<file path="config.mk">
export PLATFORM = sky130hd
export DESIGN_NAME = sram_arbiter
export DESIGN_NICKNAME = d
export VERILOG_FILES = /design/src/rtl/sram_arbiter.sv
export SDC_FILE = /design/constraint.sdc
export NUM_CORES = 1
export LEC_CHECK = 0
export ABC_AREA = 1
export CAP_MARGIN = 10
export CORE_ASPECT_RATIO = 1.1
export CORE_UTILIZATION = 45
export CTS_CLUSTER_DIAMETER = 60
export DETAILED_ROUTE_END_ITERATION = 7
export PLACE_DENSITY_LB_ADDON = 0.05
export SLEW_MARGIN = 5
export SYNTH_ARGS = -nofsm -noshare
export SYNTH_HDL_FRONTEND = slang
export SYNTH_SLANG_ARGS = --single-unit
</file>
<file path="constraint.sdc">
create_clock -name clk -period 3.5 [get_ports clk]
set_input_delay 1.05 -clock clk [delete_from_list [all_inputs] [get_ports clk]]
set_output_delay 1.05 -clock clk [all_outputs]
set_load 0.01 [all_outputs]
</file>
<file path="src/rtl/sram_arbiter.sv">
// Shared external SRAM sequencer: MEM-stage loads/stores take priority over
// instruction fetch; all SRAM pins, read data and completion pulses are registered.
//
// state    | meaning
// IDLE     | bus released, arbitrate wr > rd > fetch
// RD       | MEM load strobe, waiting RD_WAIT cycles
// FETCH    | IF fetch strobe, waiting RD_WAIT cycles
// WR_SETUP | addr/data driven, we_n high (setup)
// WR_PULSE | we_n low for WE_CYCLES cycles
// WR_HOLD  | we_n high, addr/data still driven (hold)
module sram_arbiter #(
    parameter int ADDR_W    = 16,
    parameter int DATA_W    = 16,
    parameter int RD_WAIT   = 1,
    parameter int WE_CYCLES = 1
) (
    input  logic              clk,
    input  logic              rst,
    input  logic              if_req_i,
    input  logic [ADDR_W-1:0] if_addr_i,
    output logic [DATA_W-1:0] if_data_o,
    output logic              if_ready_o,
    input  logic              mem_rd_i,
    input  logic              mem_wr_i,
    input  logic [ADDR_W-1:0] mem_addr_i,
    input  logic [DATA_W-1:0] mem_wdata_i,
    output logic [DATA_W-1:0] mem_rdata_o,
    output logic              mem_done_o,
    output logic              stall_o,
    output logic [ADDR_W-1:0] sram_addr_o,
    output logic [DATA_W-1:0] sram_dq_o,
    output logic              sram_dq_oe_o,
    input  logic [DATA_W-1:0] sram_dq_i,
    output logic              sram_ce_n_o,
    output logic              sram_oe_n_o,
    output logic              sram_we_n_o
);

    localparam int CNT_MAX = (RD_WAIT > WE_CYCLES) ? RD_WAIT : WE_CYCLES;
    localparam int CNT_W   = $clog2(CNT_MAX + 1);
    localparam logic [CNT_W-1:0] RD_CNT  = CNT_W'(RD_WAIT);
    localparam logic [CNT_W-1:0] WE_CNT  = CNT_W'(WE_CYCLES);
    localparam logic [CNT_W-1:0] CNT_ONE = CNT_W'(1);

    typedef enum logic [2:0] {
        IDLE,
        RD,
        FETCH,
        WR_SETUP,
        WR_PULSE,
        WR_HOLD
    } state_t;

    state_t           state;
    logic [CNT_W-1:0] cnt;
    logic             take_wr;
    logic             take_rd;
    logic             take_if;

    assign stall_o = (mem_rd_i | mem_wr_i) & ~mem_done_o;

    // A requester still showing its completion pulse has not yet dropped its request.
    assign take_wr = mem_wr_i & ~mem_done_o;
    assign take_rd = mem_rd_i & ~mem_done_o;
    assign take_if = if_req_i & ~if_ready_o;

    always_ff @(posedge clk or negedge rst) begin
        if (!rst) begin
            state        <= IDLE;
            cnt          <= '0;
            sram_addr_o  <= '0;
            sram_dq_o    <= '0;
            sram_dq_oe_o <= 1'b0;
            sram_ce_n_o  <= 1'b1;
            sram_oe_n_o  <= 1'b1;
            sram_we_n_o  <= 1'b1;
            if_data_o    <= '0;
            if_ready_o   <= 1'b0;
            mem_rdata_o  <= '0;
            mem_done_o   <= 1'b0;
        end else begin
            if_ready_o <= 1'b0;
            mem_done_o <= 1'b0;
            case (state)
                IDLE: begin
                    if (take_wr) begin
                        sram_addr_o  <= mem_addr_i;
                        sram_dq_o    <= mem_wdata_i;
                        sram_ce_n_o  <= 1'b0;
                        sram_dq_oe_o <= 1'b1;
                        state        <= WR_SETUP;
                    end else if (take_rd) begin
                        sram_addr_o <= mem_addr_i;
                        sram_ce_n_o <= 1'b0;
                        sram_oe_n_o <= 1'b0;
                        cnt         <= RD_CNT;
                        state       <= RD;
                    end else if (take_if) begin
                        sram_addr_o <= if_addr_i;
                        sram_ce_n_o <= 1'b0;
                        sram_oe_n_o <= 1'b0;
                        cnt         <= RD_CNT;
                        state       <= FETCH;
                    end
                end
                RD, FETCH: begin
                    if (cnt == CNT_ONE) begin
                        if (state == RD) begin
                            mem_rdata_o <= sram_dq_i;
                            mem_done_o  <= 1'b1;
                        end else begin
                            if_data_o  <= sram_dq_i;
                            if_ready_o <= 1'b1;
                        end
                        sram_ce_n_o <= 1'b1;
                        sram_oe_n_o <= 1'b1;
                        state       <= IDLE;
                    end else begin
                        cnt <= cnt - CNT_ONE;
                    end
                end
                WR_SETUP: begin
                    sram_we_n_o <= 1'b0;
                    cnt         <= WE_CNT;
                    state       <= WR_PULSE;
                end
                WR_PULSE: begin
                    if (cnt == CNT_ONE) begin
                        sram_we_n_o <= 1'b1;
                        state       <= WR_HOLD;
                    end else begin
                        cnt <= cnt - CNT_ONE;
                    end
                end
                WR_HOLD: begin
                    mem_done_o   <= 1'b1;
                    sram_dq_oe_o <= 1'b0;
                    sram_ce_n_o  <= 1'b1;
                    state        <= IDLE;
                end
                default: begin
                    state <= IDLE;
                end
            endcase
        end
    end

endmodule
</file>
==> impl_results.md <==
- Run status: completed
- Combinational family with the most area after synthesis: simple AND/OR/NAND/NOR gates
- Row cnt: 31
- Multiplexer share of the synthesized area: 0%
- H-tree levels: 3
- Max frequency: 0.2974 GHz
- CTS buffer count: 9
- Share of layout cells above drive strength 1: 6.371%
- Setup crit start kind: primary input
- Hold Vio Cnt, Final: 0
- Vias: 2794
- GR Util met1: 28.39%
- Post-Syn Instances: 373
- Worst-Margin Slew: 0.9099 ns
- Number of DRC markers in iteration 0: 161
- Die Span Y: 89.90 um
- Hold crit path type: register to register
- Setup slack after layout: 0.1377 ns
- RD Place Congestion: 0.8206
- Initial Util: 47.37%
- Crit path DAT: 2.31 ns
- PD cells: 879.0 mW/mm^2
- CTS tree: built
- Reg2reg end: sram_addr_o[0]
- GRT met3 Usage: 6.396%
- Area of the multi-input gates: 0.001002 mm^2
- Grt total ovfl: 0
- Worst setup path class: primary input to primary output
- Clk_lat worst skew: 0.34 ns
- Fin crit share: 96.07%
- WL/cell: 12.51 um
- R2R depth: 7
- CTS Buffer Depth: 2
- Largest net degree at the start of global routing: 75
- Avg Inst Size Synth: 8.473 um^2
- Synth warn: 0
- Die Footprint: 0.007363 mm^2
- CTS Root Cell: clkbuf_8
- 1st-pass router iterations: 4
- Seq. cell area: 0.001856 mm^2
- Clk_skew: 0.007795 ns
- Fill cells: 533
- Busiest layer in global routing: met2
- Synth Area in Adders: 0%
- Seq/Total Area, Yosys: 58.71%
- RSZ-0062 raised after global routing: false
- Max_slew headroom: 39.34%
- Hold_sp: sram_ce_n_o
- Reg2reg start: state[0]
- Cts hold-fix bufs: 0
- Hold EP: sram_ce_n_o
- P_leak: 2.342 nW
- Post-synthesis compound-gate area fraction: 12.07%
- Vias per inst: 4.657
- IO Pins: 140
- Clk sinks: 74
- Synth Area in Simple Gates: 19.52%
- Synth cell types: 21
- Nets: 582
- Max VDD drop: 488.2 uV
- Initial antenna violation count: 0
- Reg-to-reg setup timing slack: 1.75 ns
- Max cap viols: 0
- Post-synthesis to final-layout area growth: 52.81%
- Syn_nets: 442
- First-pass GRT wire length: 12.48 mm
- Core area: 0.006671 mm^2
- Setup violations, final: 0
- DRC Markers: 0
- Final HPWL DP: 5.259 mm
- Port bufs: 139
- Vias in the first global route: 2766
- Total routed wirelength: 7.507 mm
- Clock transition at path regs: 0.07 ns
- Hold Path Depth: 2
- Required @ worst endpoint: 2.45 ns
- Slew Limit Fails: 0
- Fin Setup TNS: 0 ns
- Total GRT Usage: 22.16%
- Antenna-violating nets left: 0
- Ant. Diodes: 0
- Worst slack at placement: 0.1082 ns
- Met2 GRT Util: 34.57%
- Yosys reg bits: 74
- Post-Synth XOR/XNOR Area: 0%
- Worst-path maximum fanout: 2
- Critical Path End Type: primary output
- Mapped Area: 0.003161 mm^2
- Minimum clock period: 3.362 ns
- DIE WIDTH: 81.91 um
-- report_power, final --
part | switching, mW | total [mW] | leakage, nW | internal [mW]
sequential | 0.233 | 1.51 | 0.908 | 1.27
combinational | 0.988 | 2.00 | 1.32 | 1.01
clock | 0.302 | 0.743 | 0.117 | 0.441
-- worst max-delay path by stage --
| stage | from | to | slack [ns] |
|---|---|---|---|
| 3_5_place_dp | mem_rd_i | stall_o | 0.11 |
| 5_1_grt | mem_rd_i | stall_o | 0.08 |
| 4_1_cts | mem_rd_i | stall_o | 0.1 |
| 3_3_place_gp | mem_rd_i | stall_o | 0.10 |
| 2_1_floorplan | mem_rd_i | stall_o | 0.87 |
| 6_report | mem_rd_i | stall_o | 0.14 |
-- cell type report --
type | count | area share (%)
Timing Repair Buffer | 144 | 29.53
Clock inverter | 4 | 1.528
Sequential cell | 74 | 38.42
Inverter | 57 | 4.430
Tap cell | 82 | 2.124
Clock buffer | 12 | 3.212
Multi-Input combinational cell | 227 | 20.75
-- synth_stat cells (all sizes together) --
| cell | n | share of area [%] |
|---|---|---|
| inv | 56 | 6.7 |
| nor2 | 5 | 0.83 |
| nand3 | 8 | 1.4 |
| clkbuf | 3 | 0.47 |
| dfstp | 3 | 2.5 |
| clkinv | 1 | 0.12 |
| buf | 12 | 2.5 |
| dfrtp | 71 | 56 |
| nand2 | 133 | 16 |
| and2 | 1 | 0.20 |
| a21oi | 4 | 0.99 |
| nand4 | 6 | 1.2 |
| o21ai | 70 | 11 |
-- stage by stage --
stage / power, mW / area, um^2 / hold slack [ns] / util (%) / std cells
after floorplan: 2.484 / 3161 / 0.4675 / - / 373
after global placement: 3.470 / 4597 / 0.4497 / 68.90 / 584
after detailed placement: 3.523 / 4597 / 0.4560 / 68.90 / 584
after CTS: 4.296 / 4826 / 0.4682 / 72.34 / 600
after global routing: 4.575 / 4830 / 0.4826 / 72.39 / 600
final: 4.245 / 4830 / 0.4659 / 72.39 / 600
-- timing repair --
| item | CTS | global route |
|---|---|---|
| setup endpoints to repair | 0 | 1 |
| gates resized for setup | 0 | 1 |
| buffers inserted | 0 | 0 |
-- routing by layer --
metal / vias to the layer above / part of all wire (%)
met5: - / 0
met4: 0 / 1.6
met3: 10 / 7.7
met2: 89 / 48
met1: 1262 / 43
li1: 1433 / -
-- sequential cells by signal, indices dropped and copies added (netlist names) --
signal	count
sram_addr_o	16
sram_dq_oe_o	1
sram_dq_o	16
mem_rdata_o	16
if_data_o	16
if_ready_o	1
sram_oe_n_o	1
mem_done_o	1
sram_ce_n_o	1
sram_we_n_o	1
cnt	1
state	3
-- logic make-up (layout without fill, tap and decap cells) --
family | count (synthesis) | count (layout)
AND/OR/NAND/NOR | 153 | 153
flip-flops | 74 | 74
buffers and inverters | 72 | 217
AO/OA/AOI/OAI | 74 | 74
-- cells in the final DEF, fill, tap and decap left out, types with 4 or more instances in the layout --
cell               n
clkdlybuf4s50_1  138
nand2_1          132
dfrtp_1           71
o21ai_0           64
inv_1             52
clkbuf_8          11
nand3_1            7
nand4_1            6
buf_4              6
o21ai_1            5
inv_2              4
nor2_1             4
-- critical path, cell delays in order --
cell and delay [ns]:
clkdlybuf4s50_1 0.44, o21ai_2 0.20, clkinv_1 0.11, clkdlybuf4s50_1 0.52
Power figures use the tool's default switching activity.
